File: config.mk
export PLATFORM = sky130hd
export DESIGN_NAME = alu_operand_stage
export DESIGN_NICKNAME = d
export VERILOG_FILES = /design/src/rtl/alu_operand_stage.sv
export SDC_FILE = /design/constraint.sdc
export NUM_CORES = 1
export LEC_CHECK = 0
export CAP_MARGIN = 0
export CORE_MARGIN = 2
export CORE_UTILIZATION = 39
export DETAILED_ROUTE_END_ITERATION = 7
export HOLD_SLACK_MARGIN = 0.02
export PLACE_DENSITY = 0.78
export SLEW_MARGIN = 20
export SYNTH_ARGS = -nofsm -noshare
export SYNTH_HDL_FRONTEND = slang
export SYNTH_SLANG_ARGS = --single-unit
File: constraint.sdc
create_clock -name clk -period 1.59 [get_ports clk]
set_input_delay 0.318 -clock clk [delete_from_list [all_inputs] [get_ports clk]]
set_output_delay 0.318 -clock clk [all_outputs]
set_load 0.03 [all_outputs]
File: src/rtl/alu_operand_stage.sv
// Registered operand select for the ALU input: NUM_IN-way mux into a two-entry skid buffer
// with valid/ready on both sides, out-of-range select flagging and an output transfer counter.
//
// state    | meaning
// ---------+-----------------------------------------------------------
// ST_EMPTY | no beat buffered; in_ready=1, out_valid=0
// ST_ONE   | beat in output register; in_ready=1, out_valid=1
// ST_FULL  | beats in output and skid registers; in_ready=0, out_valid=1
module alu_operand_stage #(
    parameter int WIDTH  = 32,
    parameter int NUM_IN = 4,
    parameter int SEL_W  = $clog2(NUM_IN),
    parameter int CNT_W  = 16
) (
    input  logic                    clk,
    input  logic                    rst_n,
    input  logic [NUM_IN*WIDTH-1:0] in_data,
    input  logic [SEL_W-1:0]        in_sel,
    input  logic                    in_valid,
    output logic                    in_ready,
    input  logic                    flush,
    output logic [WIDTH-1:0]        out_data,
    output logic                    out_err,
    output logic                    out_valid,
    input  logic                    out_ready,
    output logic [CNT_W-1:0]        xfer_cnt
);

    // Encoding is {out_valid, skid_valid} so both valids come straight off the state register.
    typedef enum logic [1:0] {
        ST_EMPTY = 2'b00,
        ST_ONE   = 2'b10,
        ST_FULL  = 2'b11
    } state_t;

    state_t             state_q, state_d;
    logic [WIDTH-1:0]   out_data_q, out_data_d;
    logic [WIDTH-1:0]   skid_data_q, skid_data_d;
    logic               out_err_q, out_err_d;
    logic               skid_err_q, skid_err_d;
    logic               in_ready_q;
    logic [CNT_W-1:0]   cnt_q, cnt_d;

    logic [WIDTH-1:0]   sel_data;
    logic               sel_hit;
    logic               accept;
    logic               xfer;

    // An out-of-range select matches no candidate, which yields zero data and the error flag.
    always_comb begin
        sel_data = '0;
        sel_hit  = 1'b0;
        for (int k = 0; k < NUM_IN; k++) begin
            if (in_sel == SEL_W'(k)) begin
                sel_data = in_data[k*WIDTH +: WIDTH];
                sel_hit  = 1'b1;
            end
        end
    end

    assign accept = in_valid && in_ready_q;
    assign xfer   = state_q[1] && out_ready;

    always_comb begin
        state_d     = state_q;
        out_data_d  = out_data_q;
        out_err_d   = out_err_q;
        skid_data_d = skid_data_q;
        skid_err_d  = skid_err_q;
        cnt_d       = cnt_q;

        if (flush) begin
            state_d = ST_EMPTY;
        end else begin
            if (xfer) begin
                cnt_d = cnt_q + CNT_W'(1);
            end
            case (state_q)
                ST_EMPTY: begin
                    if (accept) begin
                        out_data_d = sel_data;
                        out_err_d  = !sel_hit;
                        state_d    = ST_ONE;
                    end
                end
                ST_ONE: begin
                    if (xfer && accept) begin
                        out_data_d = sel_data;
                        out_err_d  = !sel_hit;
                    end else if (xfer) begin
                        state_d = ST_EMPTY;
                    end else if (accept) begin
                        skid_data_d = sel_data;
                        skid_err_d  = !sel_hit;
                        state_d     = ST_FULL;
                    end
                end
                ST_FULL: begin
                    if (xfer) begin
                        out_data_d = skid_data_q;
                        out_err_d  = skid_err_q;
                        state_d    = ST_ONE;
                    end
                end
                default: begin
                    state_d = ST_EMPTY;
                end
            endcase
        end
    end

    always_ff @(posedge clk or negedge rst_n) begin
        if (!rst_n) begin
            state_q     <= ST_EMPTY;
            out_data_q  <= '0;
            out_err_q   <= 1'b0;
            skid_data_q <= '0;
            skid_err_q  <= 1'b0;
            in_ready_q  <= 1'b1;
            cnt_q       <= '0;
        end else begin
            state_q     <= state_d;
            out_data_q  <= out_data_d;
            out_err_q   <= out_err_d;
            skid_data_q <= skid_data_d;
            skid_err_q  <= skid_err_d;
            in_ready_q  <= (state_d != ST_FULL);
            cnt_q       <= cnt_d;
        end
    end

    assign in_ready  = in_ready_q;
    assign out_valid = state_q[1];
    assign out_data  = out_data_q;
    assign out_err   = out_err_q;
    assign xfer_cnt  = cnt_q;

endmodule

==> out/qor.yml <==
dieWidth_um: 109
hold-worst-slack_ps: 341
postPlaceCellArea_sq_um: 6510
ant_nets: 0
layout-drive-gt1-share: 0.229
ys_types: 32
fmax_mhz: 623
wl_per_cell_um: 16.5
area_growth_pct: 57.5
nNetsFinal: 699
cts_num_sinks: 85
final_common_cell: "clkdlybuf4s50_1"
ioPinCount: 186
synth_area_leaders: "dfrtp_1 (49%), mux4_2 (17%), mux2_2 (8.7%)"
violations: "setup timing"
power.density_nw_per_um2: 959
outcome: "complete, but fails checks"
gp_congestion: 0.790
overflow: 0
yosys.area.top_type: "dfrtp_1"
cp_max_fo: 20
die_h_um: 109
grtUsageTotal: 0.197
post-route-period-util: 1.01
yosys_warnings: 0
hpwl_um: 9030
start_util: 0.398
required_ps: 1850
cts.clk_slew.worst_paths_ps: 80
skew_ps: 10.9
syn-num-nets: 496
synth_edf_count: 0
finalNonFillerCells: 708
syn_inst: 360
relSlewSlack: 0.739
num_vias: 3649
rr_endpoint: "out_data[25]$_DFFE_PN0P_"
final_cell_mix: "clkdlybuf4s50_1 (129), dfrtp_1 (81), nand2_1 (71), dlygate4sd2_1 (51)"
clockRootBuffer: "clkbuf_8"
grt_pass1_vias: 3734
p_leak_uw: 0.00286
placed_cells: 685
die-area_sq_um: 11900
startpoint_type: "flip-flop"
drt_iter0_drc: 113
min_period_ps: 1600
fill_cells: 859
grt_antenna_before_repair: 0
tritoncts: "done"
row_count: 38
finalHoldViolCount: 0
numPortBuffers: 185
reg2reg_depth: 5
vias_per_cell: 5.15
setup.worst_path.class: "flip-flop to flip-flop"
synth-async-reset-ratio: 1.00
holdCritPathClass: "input pin to flip-flop"
diodes: 0
syn_area_per_cell_sq_um: 11.9
hold_start: "flush"
drc: 0
coreArea_sq_um: 10800
critPathCaptureType: "flip-flop"
cp.arrival_ps: 1860
maxCapViolations: 0
final_util: 0.626
grt_setup_unrepaired: "true"
clk_path_buf_depth: 2
dr.pass1.iters: 4
cts_made_buffers: 9
synthFlopType: "dfrtp_1"
holdPathEnd: "state_q[1]$_DFF_PN0_"
slew_viol_final: 0
yosysTopAreaCellShare: 0.490
grt_pass1_wl_um: 18000
ys_seq_area_frac: 0.496
clock_latency_ps: 350
synth_area_sq_um: 4290
ys_seq_elements: 85
finalInstanceArea_sq_um: 6760
r2r_setup_slack_ps: -10
tightest_slew_ps: 391
drt-total-wl_um: 11700
postLayoutSetupSlackWorst_ps: -14.2
power_uw: 6490
r2r_start: "state_q[1]$_DFF_PN0_"
setup_viol_count_final: 2
hold_depth: 2
grt_max_degree: 37
ir_drop_uv: 517
htree_num_levels: 3
==> metrics by stage <==
step / worst slack, ps / TNS (ps)
3_5_place_dp: -406 / -24570
6_report: -14.2 / -16.8
2_1_floorplan: -38.5 / -1080
3_3_place_gp: -364 / -23920
4_1_cts: 18.8 / 0
5_1_grt: -88.0 / -1920
==> state kept, by name, indices dropped and copies added (netlist names) <==
register / cells
out_err: 1
xfer_cnt: 16
skid_err_q: 1
in_ready: 1
out_data: 32
state_q: 2
skid_data_q: 32
==> cell type report <==
cell class / count / area [sq um] / share of cell area
repair buffers: 216 / 2160 / 0.320
flip-flops and latches: 85 / 2130 / 0.315
multi-input cells: 247 / 2080 / 0.307
well taps: 140 / 175 / 0.0259
clock buffers: 9 / 124 / 0.0183
clock inverters: 7 / 73.8 / 0.0109
inverters: 4 / 15.0 / 0.00222
==> worst max-delay path by stage <==
stage | start | to | slack, ps | cells past startpoint
after CTS | state_q[1]$_DFF_PN0_ | out_valid | 20 | 1
final | state_q[1]$_DFF_PN0_ | out_data[25]$_DFFE_PN0P_ | -10 | 5
after detailed placement | flush | out_data[25]$_DFFE_PN0P_ | -410 | 7
after floorplan | in_ready$_DFF_PN1_ | skid_data_q[0]$_DFFE_PN0P_ | -40 | 4
after global routing | state_q[1]$_DFF_PN0_ | out_data[25]$_DFFE_PN0P_ | -90 | 5
after global placement | flush | out_data[29]$_DFFE_PN0P_ | -360 | 7
==> power breakdown <==
group / leakage, uW / switching [uW] / internal [uW]
clock network: 0.000100 / 791 / 734
registers: 0.00102 / 295 / 2630
logic: 0.00174 / 993 / 1040
==> repair_timing <==
| action | in CTS | in global routing |
|---|---|---|
| gates resized for setup | 53 | 14 |
| setup endpoints to repair | 64 | 47 |
| gates cloned | 0 | 2 |
| pin swaps | 0 | 0 |
| setup buffers | 2 | 2 |
| hold buffers | 1 | 0 |
| hold endpoints to repair | 26 | 0 |
==> logic make-up after synthesis <==
group,Yosys count,synth area share
flops,85,0.496
fa+ha+maj,1,0.00291
mux,65,0.254
simple gates,129,0.130
compound gates,38,0.0560
buf+inv,28,0.0324
xor+xnor,14,0.0286
==> critical path, cell delays in order, from the launching register on <==
cell       delay [ps]
dfrtp_2           500
a2111oi_4         450
buf_6             190
buf_12            150
nor2_1             50
a31oi_1           180
==> Yosys cell counts (2+ instances only) <==
library cell	number
mux2_2	33
clkbuf_1	7
o21ai_0	3
nand4_1	3
nor2_1	34
inv_1	4
nand3b_1	3
a21oi_1	2
nand2_1	71
and3_1	3
mux4_2	32
a31oi_1	32
xnor2_1	11
buf_4	4
buf_2	9
buf_1	3
dfrtp_1	84
xor2_1	3
nand3_1	5
nor2b_1	2
==> layer usage <==
metal	track usage	wire length, um
met5	0	0
met4	0.0586	181
met3	0.0472	839
met2	0.358	6120
met1	0.230	4570
No activity file was read; power rests on OpenSTA's default activity.
